===== src/rtl/adder_share_pkg.sv =====
// Shared definitions for the two-requester shared-adder arbiter.
//   state_t    : controller state encoding (idle / holding a result)
//   NREQ       : number of requesters sharing the adder
//   REQ0, REQ1 : requester IDs, also the bit index into req_*/rsp_* vectors
package adder_share_pkg;

  typedef enum logic {
    ST_IDLE = 1'b0,
    ST_RESP = 1'b1
  } state_t;

  localparam int NREQ = 2;

  localparam logic REQ0 = 1'b0;
  localparam logic REQ1 = 1'b1;

endpackage


===== src/rtl/rr_arb2.sv =====
// Combinational 2-way round-robin arbiter.
//   valid [1:0] : request lines
//   prio        : requester that wins when both request
//   grant [1:0] : one-hot grant, zero when nobody requests
module rr_arb2
  import adder_share_pkg::*;
(
  input  logic [NREQ-1:0] valid,
  input  logic            prio,
  output logic [NREQ-1:0] grant
);

  always_comb begin
    grant = '0;
    unique case (valid)
      2'b01:   grant = 2'b01;
      2'b10:   grant = 2'b10;
      2'b11:   grant = (prio == REQ1) ? 2'b10 : 2'b01;
      default: grant = '0;
    endcase
  end

endmodule


===== src/rtl/adder_share_arbiter.sv =====
// Shares one WIDTH-bit adder between two valid/ready requesters.
// Round-robin arbitration, one operation in flight; the registered result
// is presented only to the requester that issued it.
//
//   clk, rst   : clock, synchronous active-high reset
//   req_valid  : per-requester operation pending
//   req_ready  : per-requester accept (combinational, one-hot or zero)
//   req_a/b    : packed operands {x1,x0}
//   rsp_valid  : per-requester result presented
//   rsp_ready  : per-requester result taken
//   rsp_sum    : registered sum (clamped to all-ones on carry if SATURATE)
//   rsp_carry  : registered unsaturated carry-out
//   busy       : a result is being held
//   ops_done   : completed response handshakes, 8-bit wrapping
//
// state   | meaning
// ST_IDLE | waiting for a request; arbiter drives req_ready
// ST_RESP | result held for owner until rsp_ready[owner]
module adder_share_arbiter
  import adder_share_pkg::*;
#(
  parameter int WIDTH    = 8,
  parameter bit SATURATE = 1'b0
) (
  input  logic                 clk,
  input  logic                 rst,
  input  logic [NREQ-1:0]      req_valid,
  output logic [NREQ-1:0]      req_ready,
  input  logic [2*WIDTH-1:0]   req_a,
  input  logic [2*WIDTH-1:0]   req_b,
  output logic [NREQ-1:0]      rsp_valid,
  input  logic [NREQ-1:0]      rsp_ready,
  output logic [WIDTH-1:0]     rsp_sum,
  output logic                 rsp_carry,
  output logic                 busy,
  output logic [7:0]           ops_done
);

  state_t           state_q, state_d;
  logic             prio_q;
  logic             owner_q;
  logic [WIDTH-1:0] sum_q;
  logic             carry_q;
  logic [7:0]       ops_q;

  logic [NREQ-1:0]  grant;
  logic             gnt_id;
  logic             accept;
  logic             done;
  logic [WIDTH-1:0] a_sel, b_sel;
  logic [WIDTH:0]   full_sum;

  rr_arb2 u_arb (
    .valid (req_valid),
    .prio  (prio_q),
    .grant (grant)
  );

  assign gnt_id   = grant[REQ1] ? REQ1 : REQ0;
  assign a_sel    = (gnt_id == REQ1) ? req_a[2*WIDTH-1:WIDTH] : req_a[WIDTH-1:0];
  assign b_sel    = (gnt_id == REQ1) ? req_b[2*WIDTH-1:WIDTH] : req_b[WIDTH-1:0];
  assign full_sum = {1'b0, a_sel} + {1'b0, b_sel};

  always_comb begin
    state_d   = state_q;
    req_ready = '0;
    rsp_valid = '0;
    accept    = 1'b0;
    done      = 1'b0;
    unique case (state_q)
      ST_IDLE: begin
        // Masked during reset so no requester sees a phantom accept.
        if (!rst) req_ready = grant;
        accept = |(req_valid & req_ready);
        if (accept) state_d = ST_RESP;
      end
      ST_RESP: begin
        rsp_valid[owner_q] = 1'b1;
        if (rsp_ready[owner_q]) begin
          done    = 1'b1;
          state_d = ST_IDLE;
        end
      end
      default: state_d = ST_IDLE;
    endcase
  end

  always_ff @(posedge clk) begin
    if (rst) begin
      state_q <= ST_IDLE;
      prio_q  <= REQ0;
      owner_q <= REQ0;
      sum_q   <= '0;
      carry_q <= 1'b0;
      ops_q   <= '0;
    end else begin
      state_q <= state_d;
      if (accept) begin
        owner_q <= gnt_id;
        carry_q <= full_sum[WIDTH];
        sum_q   <= (SATURATE && full_sum[WIDTH]) ? {WIDTH{1'b1}} : full_sum[WIDTH-1:0];
      end
      if (done) begin
        prio_q <= ~owner_q;
        ops_q  <= ops_q + 8'd1;
      end
    end
  end

  assign rsp_sum   = sum_q;
  assign rsp_carry = carry_q;
  assign busy      = (state_q == ST_RESP);
  assign ops_done  = ops_q;

endmodule


===== config.mk =====
export PLATFORM = sky130hd
export DESIGN_NAME = adder_share_arbiter
export DESIGN_NICKNAME = d
export VERILOG_FILES = /design/src/rtl/adder_share_pkg.sv /design/src/rtl/rr_arb2.sv /design/src/rtl/adder_share_arbiter.sv
export SDC_FILE = /design/constraint.sdc
export NUM_CORES = 1
export LEC_CHECK = 0
export ABC_CLOCK_PERIOD_IN_PS = 3800
export BUFFER_PORTS_ARGS = -buffer_cell sky130_fd_sc_hd__buf_2
export CAP_MARGIN = 20
export CORE_ASPECT_RATIO = 1.4
export CORE_MARGIN = 2
export CORE_UTILIZATION = 47
export DETAILED_ROUTE_END_ITERATION = 10
export PLACE_DENSITY = 0.83
export SLEW_MARGIN = 20
export SYNTH_ARGS = -nofsm -noshare
export SYNTH_HDL_FRONTEND = slang
export SYNTH_SLANG_ARGS = --single-unit

===== constraint.sdc =====
create_clock -name clk -period 3.8 [get_ports clk]
set_clock_uncertainty 0.1 [all_clocks]
set_input_delay 0.57 -clock clk [delete_from_list [all_inputs] [get_ports clk]]
set_output_delay 0.57 -clock clk [all_outputs]
set_load 0.005 [all_outputs]

After elaboration in Yosys (flattened, before gate mapping). Cells that the tools add are included.

Logic and storage cells: 37. Flip-flop bits (word level): 20.

Add/subtract/negate cells: 2. Mux-type cells: 19. Eq/ne operators: 3. Reductions and logical operators: 2. Magnitude comparators: 2. Bitwise logic cells: 3.

Operators with widths (count): 8-bit 2-to-1 mux (2); 2-bit 2-to-1 mux (5); 8-bit by 8-bit adder with 9-bit output (1); 1-bit 2-to-1 mux (9); 8-bit by 1-bit adder with 8-bit output (second input constant) (1); 2-bit case mux with 3 select lines (1); 2-bit == test (second input constant) (2); 2-bit bitwise AND (1); 2-bit by 1-bit == test with 1-bit output (second input constant) (1); 1-bit by 2-bit less-than comparator with 1-bit output (second input constant) (1); 1-bit NOT (2); 1-bit case mux with 2 select lines (1); 2-bit OR reduction (1); 1-bit demux with 1-bit select (1); 1-bit >= comparator (second input constant) (1); 1-bit logical AND (1).

Logic depth before layout (Yosys ltp).
Depth in word-level cells: 8. Depth in mapped cells: 10. Depth with buffers taken out: 9.

Modules after synthesis. Synthesis repeated with hierarchy kept, for this count alone.

Cells, all modules: 161. Area total of the unflattened synthesis: 1426.4 um2.

By module, submodules not included: adder_share_arbiter (times used 1, seq. area each 400.4 um2, area an instance 1407.6 um2, cells each 158); rr_arb2 (times used 1, seq. area each 0.0 um2, area an instance 18.8 um2, cells each 3).

Least setup slack after synthesis. No wires, ideal clock.

Kind: input -> register. From: in req_valid[0]. To: reg sum_q[6], in the netlist rsp_sum[6]. Setup time: 62 ps. Path slack: 611 ps. Stages on the path: 10. Data arrival time: 3027 ps. Required time: 3638 ps. Path through: inv_1 > o21ai_2 > buf_2 > mux2_2 > ha_1 > fa_1 > a211oi_1 > o21ai_0 > a2111o_1 > nand3_1.

Cells in the longest elaborated chain, start to end: 7. Elaborated cells between the ends (all ways): 13.

Ends and longest elaborated chain: from (decl) (line adder_share_arbiter.sv:27) `input logic [NREQ-1:0] req_valid,`; parallel branches: the longest is 7 deep, another holds 8-bit by 8-bit adder with 9-bit output; to (signal assigned) (line adder_share_arbiter.sv:101) `sum_q <= (SATURATE && full_sum[WIDTH]) ? {WIDTH{1'b1}} : full_sum[WIDTH-1:0];`; to (decl) (line adder_share_arbiter.sv:42) `logic [WIDTH-1:0] sum_q;`.

Parallel ways; which one is timed is not known. The select of a mux whose other input is x is not followed. A chain may end at the register's enable or synchronous reset.

Final worst setup path.
From: in req_valid[0]. To: reg carry_q, in the netlist rsp_carry.

Cells in the longest elaborated chain, start to end: 7. Elaborated cells between the ends (all ways): 13.

Ends and longest elaborated chain: parallel branches: the longest is 7 deep, another holds 8-bit by 8-bit adder with 9-bit output; to (signal assigned) (line adder_share_arbiter.sv:100) `carry_q <= full_sum[WIDTH];`; to (decl) (line adder_share_arbiter.sv:43) `logic carry_q;`.

Parallel ways; which one is timed is not known. The select of a mux whose other input is x is not followed.

==> flow_metrics.tcl <==
set metrics [dict create \
    synth-edff-count 0 \
    finalPower_w 0.000589 \
    required_ns 3.84 \
    critical_path.endpoint "rsp_carry" \
    synth_seq_area_share_pct 29.3 \
    status "complete, no violations" \
    routed_wl_um 3280 \
    setup-tns-final_ns 0 \
    startpoint_type "input port" \
    routed_via_density 5.45 \
    r2r_start "prio_q" \
    wl_per_cell_um 13.2 \
    clkLatencyLatePin_ns 0.26 \
    cp.buffers_inverters 3 \
    synth.most_common_cell "dfxtp_1" \
    num_io_pins 60 \
    ys.flop_type "dfxtp_1" \
    fin_crit_sh_pct 77.2 \
    syn_area_um2 1370 \
    drv_slew 0 \
    clock.fmax_mhz 341 \
    vias 1356 \
    leakagePower_nw 0.821 \
    slowest_delay_ns 0.48 \
    intPower_w 0.000402 \
    gp_congestion 0.882 \
    r2r_slack_ns 0.96 \
    hpwl_um 2660 \
    die_area_um2 3370 \
    timing.rr.end "rsp_carry" \
    power.switching_w 0.000186 \
    power_density_nw_per_um2 340 \
    crit_path_end_kind "register" \
    cp_top_family "compound AO/OA/AOI/OAI gates" \
    cts_hold_buffers 0 \
    grt_overflow 0 \
    grt_max_degree 19 \
    cts_buffers 3 \
    cts_resized 0 \
    clockPowerShare_pct 23.7 \
    initialDrtViolationCount 19 \
    tightest_slew_ns 0.704 \
    antenna_found_initial 0 \
    clock_path_buffers 2 \
    yosysTopAreaCell "dfxtp_1" \
    fillers 289 \
    coreArea_um2 2820 \
    drv_cap 0 \
    cts_tree "yes" \
    cpMaxStageDelayCell "fa_1" \
    track_usage_pct 20.6 \
    max_slew_margin_pct 52.7 \
    hp-class "reg2reg" \
    cts-htree-levels 1 \
    finalSetupViolCount 0 \
    layout_setup_ws_ns 0.868 \
    final_util_pct 61.4 \
    cts_root_buf "clkbuf_8" \
    io_buffer_count 59 \
    route.detailed.drc 0 \
    yosysWarnings 0 \
    p_sw_share_pct 31.7 \
    r2r_cells 8 \
    grt_pass1_vias 1259 \
    dr.pass1.iters 4 \
    ys_top_cells_by_count "dfxtp_1 (20), mux2_2 (17), nor2_1 (17)" \
    worstHoldPathCells 2 \
    async_flop_share_pct 0 \
    synth_cells 155 \
    rows 23 \
    crit_arrival_ns 2.97 \
    syn_nets 203 \
    syn2layout_area_growth_pct 26.5 \
    grt_setup_unrepaired "no" \
    avgSynthCellArea_um2 8.83 \
    ant_nets 0 \
    cts.sinks 20 \
    fin_crit_ns 2.93 \
    grt_pass1_wl_um 5360 \
    drive_above_1_share_pct 42.0 \
    path_class "in2reg" \
    synth_top_cell_area_share_pct 29.3 \
    final_nets 262 \
    ys_seq_elements 20 \
    cts_setup_buffers 0 \
    antenna_cells 0 \
    finalHoldViolations 0 \
    crit_fanout 15 \
    seq_power_share_pct 42.0 \
    worstPathCellList "buf_2, inv_1, o21ai_2, buf_4, mux2_2, fa_1, a211oi_1, o21ai_0, a311oi_1, o31ai_1" \
    dpl_worst_slack_ns 0.596 \
    synth_area_leaders "dfxtp_1 (29%), mux2_2 (14%), ha_1 (8.2%), nor2_1 (4.7%), nand3_1 (4.0%)" \
    die_h_um 67.9 \
    clk_pin_slew_ns 0.07 \
    cp-startpoint "req_valid[0]" \
    p_comb_share_pct 34.3 \
    initial_core_util_pct 48.5 \
    ir_drop_mv 0.166 \
    fp.dieW_um 49.6 \
    cp.depth 10 \
    yosysUniqueCellTypes 36 \
]
[cells in the final DEF, fill, tap and decap left out, drive strengths merged, types with 2 or more instances in the layout]
| cell type | instances |
|---|---|
| a2111o | 2 |
| a211oi | 5 |
| a21o | 2 |
| a21oi | 6 |
| a31o | 3 |
| and2 | 3 |
| buf | 60 |
| clkbuf | 3 |
| dfxtp | 20 |
| ha | 9 |
| inv | 4 |
| mux2 | 18 |
| mux2i | 2 |
| nand2 | 8 |
| nand3 | 12 |
| nand4 | 2 |
| nor2 | 17 |
| nor2b | 3 |
| nor3 | 6 |
| o21ai | 7 |
| o21bai | 2 |
| o31ai | 3 |
| or3 | 2 |
| xnor2 | 4 |
| xor2 | 2 |
[kinds of logic after synthesis]
kind of cell | share of synthesized area (%)
compound gates | 16.4
mux | 16.5
xor+xnor | 3.84
simple gates | 20.9
buf+inv | 3.38
fa+ha+maj | 9.69
flops | 29.3
[metal layers]
metal | up-vias | global-route usage [%] | routed length [um]
met4 | 0 | 9.72 | 57
li1 | 677 | - | -
met3 | 5 | 3.49 | 188
met2 | 55 | 39.0 | 1750
met1 | 619 | 22.2 | 1280
met5 | - | 0 | 0
[how the worst min path moves through the flow]
| stage | endpoint | from | slack [ns] |
|---|---|---|---|
| finish | rsp_sum[0] | rsp_sum[0] | 0.36 |
| global route | rsp_sum[1] | rsp_sum[1] | 0.40 |
| CTS | rsp_sum[0] | rsp_sum[0] | 0.36 |
| detailed placement | rsp_sum[0] | rsp_sum[0] | 0.35 |
| global placement | rsp_sum[0] | rsp_sum[0] | 0.34 |
| floorplan | rsp_sum[0] | rsp_sum[0] | 0.35 |
[worst register-to-register path, cell delays in order, from the launching register on]
cell      delay, ns
dfxtp_1        0.34
o21ai_2        0.23
buf_4          0.27
mux2_2         0.39
fa_1           0.48
a211oi_1       0.29
o21ai_0        0.21
a311oi_1       0.32
o31ai_1        0.09
[metrics by stage]
step	std cells	instance area (um^2)	hold WS [ns]
floorplan	155	1370	0.350
global placement	246	1690	0.344
detailed placement	246	1690	0.351
CTS	249	1730	0.363
global route	249	1730	0.396
finish	249	1730	0.359
[registers in the layout, indices dropped and copies added (netlist names)]
name,cells
busy,1
ops_done,8
owner_q,1
prio_q,1
rsp_carry,1
rsp_sum,8
[layout make-up]
cell class	instances	area, um^2	share of cell area [%]
timing repair buffer	60	303	17.5
sequential	20	400	23.1
tap	37	46.3	2.67
clock buffer	3	41.3	2.38
inverter	5	18.8	1.08
multi-input combinational	124	922	53.3
[power groups by stage]
stage	registers (W)	logic [W]	clock network [W]
finish	0.000247	0.000202	0.000139
global route	0.000251	0.000229	0.000149
CTS	0.000247	0.000203	0.000145
detailed placement	0.000252	0.000201	0
global placement	0.000252	0.000197	0
floorplan	0.000250	0.000136	0
No activity file was read; power rests on OpenSTA's default activity.
